==> src/rtl/fp_add.sv <==
// IEEE 754 binary32/binary64 add/subtract with all operand classes, five rounding modes and exception flags.
// One register stage: operands are sampled on the rising clk edge and the result is held until the next edge; there is no handshake.
module fp_add (
  input  logic        clk,
  input  logic        reset_n,
  input  logic [63:0] op1,
  input  logic [63:0] op2,
  input  logic [2:0]  rm,
  input  logic [2:0]  op_type,
  input  logic        P,
  input  logic        OvEn,
  input  logic        UnEn,
  output logic [63:0] result,
  output logic [4:0]  Flags,
  output logic        Denorm
);

  localparam logic [2:0] RM_RTZ = 3'b001;
  localparam logic [2:0] RM_RDN = 3'b010;
  localparam logic [2:0] RM_RUP = 3'b011;
  localparam logic [2:0] RM_RMM = 3'b100;

  typedef struct packed {
    logic        s;
    logic [12:0] e;     // biased exponent, subnormals read as 1
    logic [52:0] m;     // significand with hidden bit; binary32 left-aligned
    logic        inf;
    logic        nan;
    logic        snan;
  } unp_t;

  function automatic unp_t unpack_op(input logic [63:0] x, input logic sp);
    unp_t        u;
    logic [10:0] ef;
    logic [51:0] fr;
    logic        e_max;
    if (sp) begin
      ef    = {3'b000, x[62:55]};
      fr    = {x[54:32], 29'd0};
      e_max = &x[62:55];
    end else begin
      ef    = x[62:52];
      fr    = x[51:0];
      e_max = &x[62:52];
    end
    u.s    = x[63];
    u.e    = (ef == 11'd0) ? 13'd1 : {2'b00, ef};
    u.m    = {(ef != 11'd0), fr};
    u.inf  = e_max && (fr == 52'd0);
    u.nan  = e_max && (fr != 52'd0);
    u.snan = u.nan && !fr[51];
    return u;
  endfunction

  function automatic logic [63:0] pack_op(input logic s, input logic [10:0] e,
                                          input logic [52:0] k, input logic sp);
    if (sp) return {s, e[7:0], k[22:0], 32'd0};
    else    return {s, e, k[51:0]};
  endfunction

  function automatic logic [6:0] lzc56(input logic [55:0] v);
    logic [6:0] n;
    logic       hit;
    n   = 7'd56;
    hit = 1'b0;
    for (int i = 55; i >= 0; i--) begin
      if (!hit && v[i]) begin
        n   = 7'(55 - i);
        hit = 1'b1;
      end
    end
    return n;
  endfunction

  unp_t               ua, ub, big, sml;
  logic               a_big, eff_sub;
  logic [12:0]        d, lim;
  logic [55:0]        ext_s, shifted, lost, al, norm;
  logic [56:0]        sum;
  logic [6:0]         lz, sh;
  logic               tiny;
  logic signed [13:0] e_n, e_r, maxe, bias_adj, ef_w;
  logic [52:0]        kept, k;
  logic [53:0]        rnd;
  logic               g, st, nx, rup, carry, hid, ovf, ovf_inf, sgn;
  logic [63:0]        res_d, qnan;
  logic [4:0]         flg_d;
  logic               den_d;

  always_comb begin
    ua      = unpack_op(op1, P);
    ub      = unpack_op(op2, P);
    ub.s    = op2[63] ^ (op_type == 3'b001);
    a_big   = {ua.e, ua.m} >= {ub.e, ub.m};
    big     = a_big ? ua : ub;
    sml     = a_big ? ub : ua;
    eff_sub = ua.s ^ ub.s;
    sgn     = big.s;

    // align the smaller operand, folding everything shifted out into sticky
    d       = big.e - sml.e;
    ext_s   = {sml.m, 3'b000};
    shifted = '0;
    lost    = '0;
    al      = {55'd0, |sml.m};
    if (d < 13'd56) begin
      shifted = ext_s >> d[5:0];
      lost    = ext_s & ~({56{1'b1}} << d[5:0]);
      al      = {shifted[55:1], shifted[0] | (|lost)};
    end

    sum = eff_sub ? ({1'b0, big.m, 3'b000} - {1'b0, al})
                  : ({1'b0, big.m, 3'b000} + {1'b0, al});

    // tiny sums are always exact, so the trap path may normalise fully
    lz   = lzc56(sum[55:0]);
    lim  = big.e - 13'd1;
    tiny = (sum != 57'd0) && !sum[56] && ({6'd0, lz} >= big.e);
    sh   = (!UnEn && ({6'd0, lz} > lim)) ? lim[6:0] : lz;
    if (sum[56]) begin
      norm = {sum[56:2], sum[1] | sum[0]};
      e_n  = $signed({1'b0, big.e}) + 14'sd1;
    end else begin
      norm = sum[55:0] << sh;
      e_n  = $signed({1'b0, big.e}) - $signed({7'd0, sh});
    end

    if (P) begin
      kept = {29'd0, norm[55:32]};
      g    = norm[31];
      st   = |norm[30:0];
    end else begin
      kept = norm[55:3];
      g    = norm[2];
      st   = |norm[1:0];
    end
    nx = g | st;
    case (rm)
      RM_RTZ:  rup = 1'b0;
      RM_RDN:  rup = sgn & nx;
      RM_RUP:  rup = ~sgn & nx;
      RM_RMM:  rup = g;
      default: rup = g & (st | kept[0]);
    endcase
    rnd   = {1'b0, kept} + {53'd0, rup};
    carry = P ? rnd[24] : rnd[53];
    k     = carry ? rnd[53:1] : rnd[52:0];
    e_r   = carry ? e_n + 14'sd1 : e_n;
    hid   = P ? k[23] : k[52];

    maxe     = P ? 14'sd255 : 14'sd2047;
    bias_adj = P ? 14'sd192 : 14'sd1536;
    ovf      = hid && (e_r >= maxe);
    case (rm)
      RM_RTZ:  ovf_inf = 1'b0;
      RM_RDN:  ovf_inf = sgn;
      RM_RUP:  ovf_inf = ~sgn;
      default: ovf_inf = 1'b1;
    endcase

    if (ovf && OvEn)       ef_w = e_r - bias_adj;
    else if (tiny && UnEn) ef_w = e_r + bias_adj;
    else if (hid)          ef_w = e_r;
    else                   ef_w = 14'sd0;

    qnan  = P ? {32'h7FC00000, 32'd0} : 64'h7FF8000000000000;
    res_d = pack_op(sgn, ef_w[10:0], k, P);
    flg_d = {3'b000, tiny && (UnEn || nx), nx};

    if (ua.nan || ub.nan) begin
      res_d = qnan;
      flg_d = {ua.snan | ub.snan, 4'b0000};
    end else if (ua.inf && ub.inf && eff_sub) begin
      res_d = qnan;
      flg_d = 5'b10000;
    end else if (ua.inf || ub.inf) begin
      res_d = pack_op(ua.inf ? ua.s : ub.s, 11'h7FF, 53'd0, P);
      flg_d = 5'b00000;
    end else if (sum == 57'd0) begin
      res_d = pack_op(eff_sub ? (rm == RM_RDN) : ua.s, 11'd0, 53'd0, P);
      flg_d = 5'b00000;
    end else if (ovf) begin
      flg_d = 5'b00101;
      if (!OvEn) begin
        res_d = ovf_inf ? pack_op(sgn, 11'h7FF, 53'd0, P)
                        : pack_op(sgn, P ? 11'h0FE : 11'h7FE, {53{1'b1}}, P);
      end
    end

    den_d = P ? ((res_d[62:55] == 8'd0) && (res_d[54:32] != 23'd0))
              : ((res_d[62:52] == 11'd0) && (res_d[51:0] != 52'd0));
  end

  always_ff @(posedge clk or negedge reset_n) begin
    if (!reset_n) begin
      result <= '0;
      Flags  <= '0;
      Denorm <= 1'b0;
    end else begin
      result <= res_d;
      Flags  <= flg_d;
      Denorm <= den_d;
    end
  end

endmodule

==> config.mk <==
export PLATFORM = sky130hd
export DESIGN_NAME = fp_add
export DESIGN_NICKNAME = d
export VERILOG_FILES = /design/src/rtl/fp_add.sv
export SDC_FILE = /design/constraint.sdc
export NUM_CORES = 2
export LEC_CHECK = 0
export ABC_AREA = 0
export ABC_CLOCK_PERIOD_IN_PS = 800
export CORE_ASPECT_RATIO = 1.5
export CORE_MARGIN = 2
export CORE_UTILIZATION = 30
export DETAILED_ROUTE_END_ITERATION = 8
export SLEW_MARGIN = 20
export SYNTH_ARGS = -nofsm -noshare
export SYNTH_HDL_FRONTEND = slang
export SYNTH_SLANG_ARGS = --single-unit
==> constraint.sdc <==
create_clock -name clk -period 0.8 [get_ports clk]
set_clock_uncertainty 0.2 [all_clocks]
set_input_delay 0.16 -clock clk [delete_from_list [all_inputs] [get_ports clk]]
set_output_delay 0.16 -clock clk [all_outputs]
set_load 0.01 [all_outputs]
# Word level (Yosys, flattened, before mapping)
# Cells that the tools add are included.
dict set report word_totals {
  reg_bits 70
  input_bits 139
  out_inout_bits 70
  elab_cells 356
}
dict set report op_classes {
  add_sub_neg 10
  magnitude_cmp 5
  eq_ne 5
  shift 3
  n_mux 161
  bitwise_logic 13
  reduce_logical 156
}
# operator n
set op_table {}
lappend op_table {{two-way mux 7 bit} 56}
lappend op_table {{two-way mux 63 bit} 5}
lappend op_table {{two-way mux 64 bit} 4}
lappend op_table {{nonzero test 52 bit} 3}
lappend op_table {{two-way mux 56 bit} 2}
lappend op_table {{two-way mux 11 bit} 10}
lappend op_table {{two-way mux 55 bit} 2}
lappend op_table {{two-way mux 53 bit} 2}
lappend op_table {{zero test 52 bit} 2}
lappend op_table {{two-way mux 52 bit} 2}
lappend op_table {{logical AND 1 bit} 72}
lappend op_table {{two-way mux 70 bit} 1}
lappend op_table {{two-way mux 67 bit} 1}
lappend op_table {{>= comparator 64 bit} 1}
lappend op_table {{two-way mux 1 bit} 64}
lappend op_table {{zero test 1 bit} 59}
lappend op_table {{adder 56 x 56 -> 57 bit} 1}
lappend op_table {{zero test 57 bit} 1}
lappend op_table {{two-way mux 57 bit} 1}
lappend op_table {{nonzero test 57 bit} 1}
lappend op_table {{subtractor 56 x 56 -> 57 bit} 1}
lappend op_table {{AND 56 bit} 1}
lappend op_table {{inverter 56 bit} 1}
lappend op_table {{OR reduction 56 bit} 1}
lappend op_table {{39 further kinds} 59}

# Depth between registers and ports, before layout
dict set report depth {
  depth_word 207
  depth_mapped 122
  mapped_depth_nobuf 97
}

# Least setup slack after synthesis
# OpenSTA, ideal clock, no wires.
dict set report synth_timing {
  path_kind {in2reg}
  start {input P}
  end {register Denorm}
  setup_time_ns 0.111
  t_arrival_ns 22.907
  required_time_ns 0.489
  slack_ns -22.418
  cell_stages 112
  path_buffers 27
  path_cell_list {buf_2 -> buf_2 -> clkbuf_1 -> clkbuf_1 -> buf_1 -> nor2b_1 -> inv_1 -> ha_1 -> a2111oi_2 -> nor4b_1 -> or4b_4 -> a21o_1 -> nor2_4 -> buf_6 -> buf_6 -> buf_6 -> buf_4 -> buf_2 -> [... 76 more ...] -> nor2_1 -> clkbuf_1 -> nor2_1 -> xor2_1 -> ha_1 -> nor2b_1 -> o21ai_0 -> nand2b_1 -> nor2_1 -> nor2_1 -> a2111oi_4 -> a21oi_1 -> o21a_1 -> o21ai_4 -> mux2i_1 -> o311ai_4 -> a311o_1 -> a2111oi_2}
}
dict set report synth_via {
  elab_chain_cells 207
  elab_cells_between_ends 327
  classes_between {10 x add/sub; 5 x order compare; 3 x shift; 154 x mux; 10 x bitwise; 145 x reduce/logical}
}
# element line_no
set synth_lines {}
lappend synth_lines {{start: declaration} 10} ;# input logic P,
lappend synth_lines {{two-way mux 11 bit} 37} ;# if (sp) begin
lappend synth_lines {{zero test 11 bit} 47} ;# u.e = (ef == 11'd0) ? 13'd1 : {2'b00, ef};
lappend synth_lines {{two-way mux 11 bit} 47}
lappend synth_lines {{>= comparator 64 bit} 94} ;# a_big = {ua.e, ua.m} >= {ub.e, ub.m};
lappend synth_lines {{two-way mux 70 bit / two-way mux 67 bit (equally long branches)} {95, 96}}
lappend synth_lines {{subtractor 13 x 11 -> 13 bit} 101} ;# d = big.e - sml.e;
lappend synth_lines {{left shift 56 x 6 -> 56 bit} 108} ;# lost = ext_s & ~({56{1'b1}} << d[5:0]);
lappend synth_lines {{inverter 56 bit} 108}
lappend synth_lines {{[... 193 more ...]} -}
lappend synth_lines {{two-way mux 64 bit} 176} ;# end else if (ua.inf || ub.inf) begin
lappend synth_lines {{two-way mux 64 bit} 173} ;# end else if (ua.inf && ub.inf && eff_sub) begin
lappend synth_lines {{two-way mux 64 bit (*)} 170} ;# if (ua.nan || ub.nan) begin
lappend synth_lines {{via res_d[54]} 86} ;# logic [63:0] res_d, qnan;
lappend synth_lines {{nonzero test 23 bit / zero test 11 bit (equally long branches)} {190, 191}}
lappend synth_lines {{logical AND 1 bit, on equally long branches} {190, 191}}
lappend synth_lines {{two-way mux 1 bit (*)} 190} ;# den_d = P ? ((res_d[62:55] == 8'd0) && (res_d[54:32] != 23'd0))
lappend synth_lines {{via den_d} 88} ;# logic den_d;
lappend synth_lines {{end signal: assignment} 202} ;# Denorm <= den_d;
lappend synth_lines {{end: declaration} 15} ;# output logic Denorm
# Mark *: on every way through the listed nets, which the timed path passes. The rest lies on a longest branch.

# Final worst setup path
dict set report layout_timing {
  start {input op1[56]}
  end {register Denorm}
}
dict set report layout_via {
  elab_chain_cells 207
  elab_cells_between_ends 309
  classes_between {10 x add/sub; 5 x order compare; 3 x shift; 142 x mux; 10 x bitwise; 139 x reduce/logical}
}
# element line_no
set layout_lines {}
lappend layout_lines {{start: declaration} 6} ;# input logic [63:0] op1,
lappend layout_lines {{two-way mux 11 bit} 37}
lappend layout_lines {{zero test 11 bit} 47}
lappend layout_lines {{two-way mux 11 bit} 47}
lappend layout_lines {{>= comparator 64 bit} 94}
lappend layout_lines {{two-way mux 70 bit / two-way mux 67 bit (equally long branches)} {95, 96}}
lappend layout_lines {{subtractor 13 x 11 -> 13 bit} 101}
lappend layout_lines {{left shift 56 x 6 -> 56 bit} 108}
lappend layout_lines {{inverter 56 bit} 108}
lappend layout_lines {{[... 193 more ...]} -}
lappend layout_lines {{two-way mux 64 bit} 176}
lappend layout_lines {{two-way mux 64 bit} 173}
lappend layout_lines {{two-way mux 64 bit (*)} 170}
lappend layout_lines {{via res_d[54]} 86}
lappend layout_lines {{nonzero test 23 bit / zero test 11 bit (equally long branches)} {190, 191}}
lappend layout_lines {{logical AND 1 bit, on equally long branches} {190, 191}}
lappend layout_lines {{two-way mux 1 bit (*)} 190}
lappend layout_lines {{via den_d} 88}
# Marks and branches as above.

==> run summary <==
The area growth from synthesis to layout is 80.71%. For this run, the total global-route usage over all layers was measured as 46.47%. For this run the aggregate overflow at the end of global routing stands at 0. The count of maximum capacitance violations is 0.

The checks that failed: hold timing, setup timing. The via count is 56,240. The worst setup slack after layout came out at -17.92 ns.

The number of register bits inferred by synthesis came out at 69. The net count of the mapped netlist is 5,583. In this run the standard cell core region covers 114,300 µm². The utilization of the core after routing is 54.65%. Cells with a size suffix above 1 make up 46.22% of the layout.

The slowest stage of the critical path belongs to the cell sky130_fd_sc_hd__or4_4. The post-placement setup slack came out at -19.64 ns. The clock buffer count from CTS is 9. Wires add up to 283,300 µm. Total power for the finished layout comes to 176,000 µW.

The share of async-settable or async-resettable flops after synthesis came out at 100.0%. The flow ran to the end, but the final reports show violations. The top cell type's share of synthesized area came out at 7.673%. The min-delay analysis places its worst path in the category in -> async. The largest net degree at the start of global routing came out at 45. In this run the power density over the cells is 2817 nW/µm². The first global-routing pass estimated 395,100 µm of wire. The multiplexer fraction of the synthesized cell area is 11.13%.

STA classifies the critical path endpoint as a flop. The cell count after synthesis came out at 5,228. The top cell types in the final layout, fill and taps aside, are sky130_fd_sc_hd__buf_4 (2,483), sky130_fd_sc_hd__nand2_1 (550), sky130_fd_sc_hd__nor2_1 (508). The antenna violation net count after detailed routing is 0. The maximum vdd drop is 1571 µV. The data required time of the critical path came out at 0.85 ns. The area of the multi-input gates is 34,140 µm². The signal arrival time at the worst endpoint is 18.77 ns. No sink is reached through more buffers than the 2 on the longest clock path. The largest fanout on the critical path is 8. The slew of the pin with the lowest slew margin is 1.165 ns. The top achievable clock speed came out at 53.42 MHz. For this run, the register share of the synthesized area comes to 4.995%.

The mean number of vias per cell came out at 6.061. The chip width came out at 281.2 µm. The worst max-slew margin expressed relative to the limit came out at 22.30%.

The clock transition at the registers of the reported paths is 0.07 ns. The number of antenna violations at the first check in global routing came out at 25. The most frequent standard cell in the layout excluding fill and tap cells is sky130_fd_sc_hd__buf_4. At the end of routability-driven placement, the weighted congestion stood at 1.107. The floorplan has 152 rows.

The deepest level of the CTS H-tree is 3. The effective utilization at floorplan came out at 30.24%. The total number of clock tree sinks is 69.

The most repeated library cell on the critical path is sky130_fd_sc_hd__buf_4. Of the total synthesized cell area, the portion taken by full adders, half adders and majority gates is 7.934%. The area share of xor/xnor cells in the synthesized design is 2.939%.

The cell at the root of the clock tree is sky130_fd_sc_hd__clkbuf_16. The synthesized netlist devotes 36.48% of its cell area to compound gates. The number of search-and-repair iterations in the first detailed-routing pass is 7.

The highest cell delay on the worst timing path came out at 0.56 ns. In this run the vertical extent of the chip is 419.7 µm. During I/O placement, the number of pins put on the boundary was 209.

The final hold slack came out at -0.1916 ns. The register area came out at 1732 µm². The distinct cell type count of the synthesized netlist came out at 135. The synthesized netlist occupies a cell area of 34,570 µm².

After the last flow step, the layout net total stands at 8,070. The dominant synthesized flop cell is sky130_fd_sc_hd__dfrtp_1. The fill cell instance count of the final layout came out at 11,200. For this design the static power due to leakage is 0.02865 µW. The number of global-route vias before repair is 56,380. Setup repair after global routing could not meet its margin everywhere. The basic-gate share of the synthesized area counting and, or, nand and nor cells came out at 28.92%.

By area, the combinational part of the netlist is dominated by compound AO/OA/AOI/OAI gates. The die outline area came out at 118,000 µm². The DRC violations left is 0. The count of final max-slew check failures is 0. The library cell occupying the most area in the post-synthesis netlist is sky130_fd_sc_hd__ha_1. The number of enable flip-flop cells after synthesis came out at 0. The type of element launching the critical path is an input port. The hold-fix buffer count after cts came out at 1. The number of DRC markers in iteration 0 is 5,003. TritonCTS built the clock tree. The half-perimeter wire length after detailed placement is 235,500 µm. The total setup violations reported at the end of the flow came out at 138. The startpoint-to-endpoint class of the critical path is in -> reg.

The Yosys warning count is 0. Yosys attributes the largest share of cell area to sky130_fd_sc_hd__ha_1 (7.7%), sky130_fd_sc_hd__a21oi_1 (7.2%), sky130_fd_sc_hd__nand2_1 (6.5%). Port buffering added 207 buffers.

The post-detailed-route wirelength per cell is 30.53 µm. The time the final worst path needs with I/O delays and setup is 18.72 ns. The synthesized area per cell is 6.612 µm². The final hold violation count came out at 69. The summed negative setup slack over all endpoints came out at -1220.39 ns. The final clock period utilization by the worst path came out at 2340%.
[cell usage after synthesis (19+ instances only)]
master and count:
sky130_fd_sc_hd__o22ai_1 93, sky130_fd_sc_hd__mux4_2 65, sky130_fd_sc_hd__nor4_1 60, sky130_fd_sc_hd__inv_1 249, sky130_fd_sc_hd__nand4_1 100, sky130_fd_sc_hd__dfrtp_1 69
sky130_fd_sc_hd__nor3_1 193, sky130_fd_sc_hd__xor2_1 35, sky130_fd_sc_hd__o221ai_1 26, sky130_fd_sc_hd__a21o_1 54, sky130_fd_sc_hd__nand3_1 167, sky130_fd_sc_hd__or4_1 27
sky130_fd_sc_hd__o21a_1 38, sky130_fd_sc_hd__o21ai_1 27, sky130_fd_sc_hd__o21ai_0 303, sky130_fd_sc_hd__buf_1 43, sky130_fd_sc_hd__mux2_2 62, sky130_fd_sc_hd__nand2_1 595
sky130_fd_sc_hd__or3_1 40, sky130_fd_sc_hd__mux2i_1 164, sky130_fd_sc_hd__and2_1 44, sky130_fd_sc_hd__nand2b_1 46, sky130_fd_sc_hd__a21oi_1 494, sky130_fd_sc_hd__and3_1 59
sky130_fd_sc_hd__a22oi_1 26, sky130_fd_sc_hd__or2_2 29, sky130_fd_sc_hd__a211oi_1 101, sky130_fd_sc_hd__o21bai_1 54, sky130_fd_sc_hd__a31oi_1 63, sky130_fd_sc_hd__ha_1 212
sky130_fd_sc_hd__nor2_1 550, sky130_fd_sc_hd__o211ai_1 82, sky130_fd_sc_hd__a2111oi_0 20, sky130_fd_sc_hd__nor2b_1 64, sky130_fd_sc_hd__clkbuf_1 229, sky130_fd_sc_hd__o31ai_1 45
sky130_fd_sc_hd__buf_2 68, sky130_fd_sc_hd__a211o_1 23, sky130_fd_sc_hd__xnor2_1 81, sky130_fd_sc_hd__and4_1 19
[kinds of logic after synthesis]
kind of cell | Yosys count
buf+inv | 626
mux | 295
other cells | 1
fa+ha+maj | 217
flops | 69
compound gates | 1833
xor+xnor | 116
simple gates | 2071
[metal layers]
metal | wire length [µm] | global-route usage [%]
met5 | 57 | 0
met4 | 40270 | 53.29
met3 | 21220 | 10.49
met2 | 133800 | 79.96
met1 | 87940 | 42.47
[flip-flops by register name, indices dropped and copies added (netlist names)]
register  flops
result       64
Denorm        1
Flags         4
[cell type report]
| cell class | count | share of cell area [%] |
|---|---|---|
| Clock inverter | 5 | 0.1302 |
| Clock buffer | 11 | 0.4046 |
| Sequential cell | 69 | 2.772 |
| Multi-Input combinational cell | 4534 | 54.65 |
| Inverter | 252 | 1.538 |
| Antenna cell | 20 | 0.08012 |
| Tap cell | 1540 | 3.085 |
| Timing Repair Buffer | 2849 | 37.34 |
[power by group]
group	switching [µW]	internal (µW)	leakage, µW
sequential	903	5200	0.000843
combinational	90800	74700	0.0276
clock	1540	2900	0.000162
[path summary, 6_finish.rpt]
check	startpoint	end	cells after the start
min in group clk	P	result[61]	4
max	op1[56]	Denorm	106
min	reset_n	result[18]	3
max in group asynchronous	reset_n	result[50]	3
[metrics by stage]
step                      instance area, µm²  cells
final                                  62470   9280
after global routing                   62450   9274
after CTS                              60670   9199
after detailed placement               56630   9035
after global placement                 56630   9035
after floorplan                        35810   5228
[critical path: cells and delay by family]
kind	cells	cell delay (ns)
simple gates	25	4.72
mux	1	0.30
fa+ha+maj	5	1.05
xor+xnor	1	0.14
buf+inv	37	5.43
compound gates	37	6.82
[timing repair]
item                                   in CTS  in global routing
buffers inserted                          133                 72
gates resized for setup                   880                279
setup endpoints to repair                 138                182
pin swaps                                 188                 96
cloned                                     19                  1
endpoints found under the hold margin      69                 69
No activity file was read; power rests on OpenSTA's default activity.
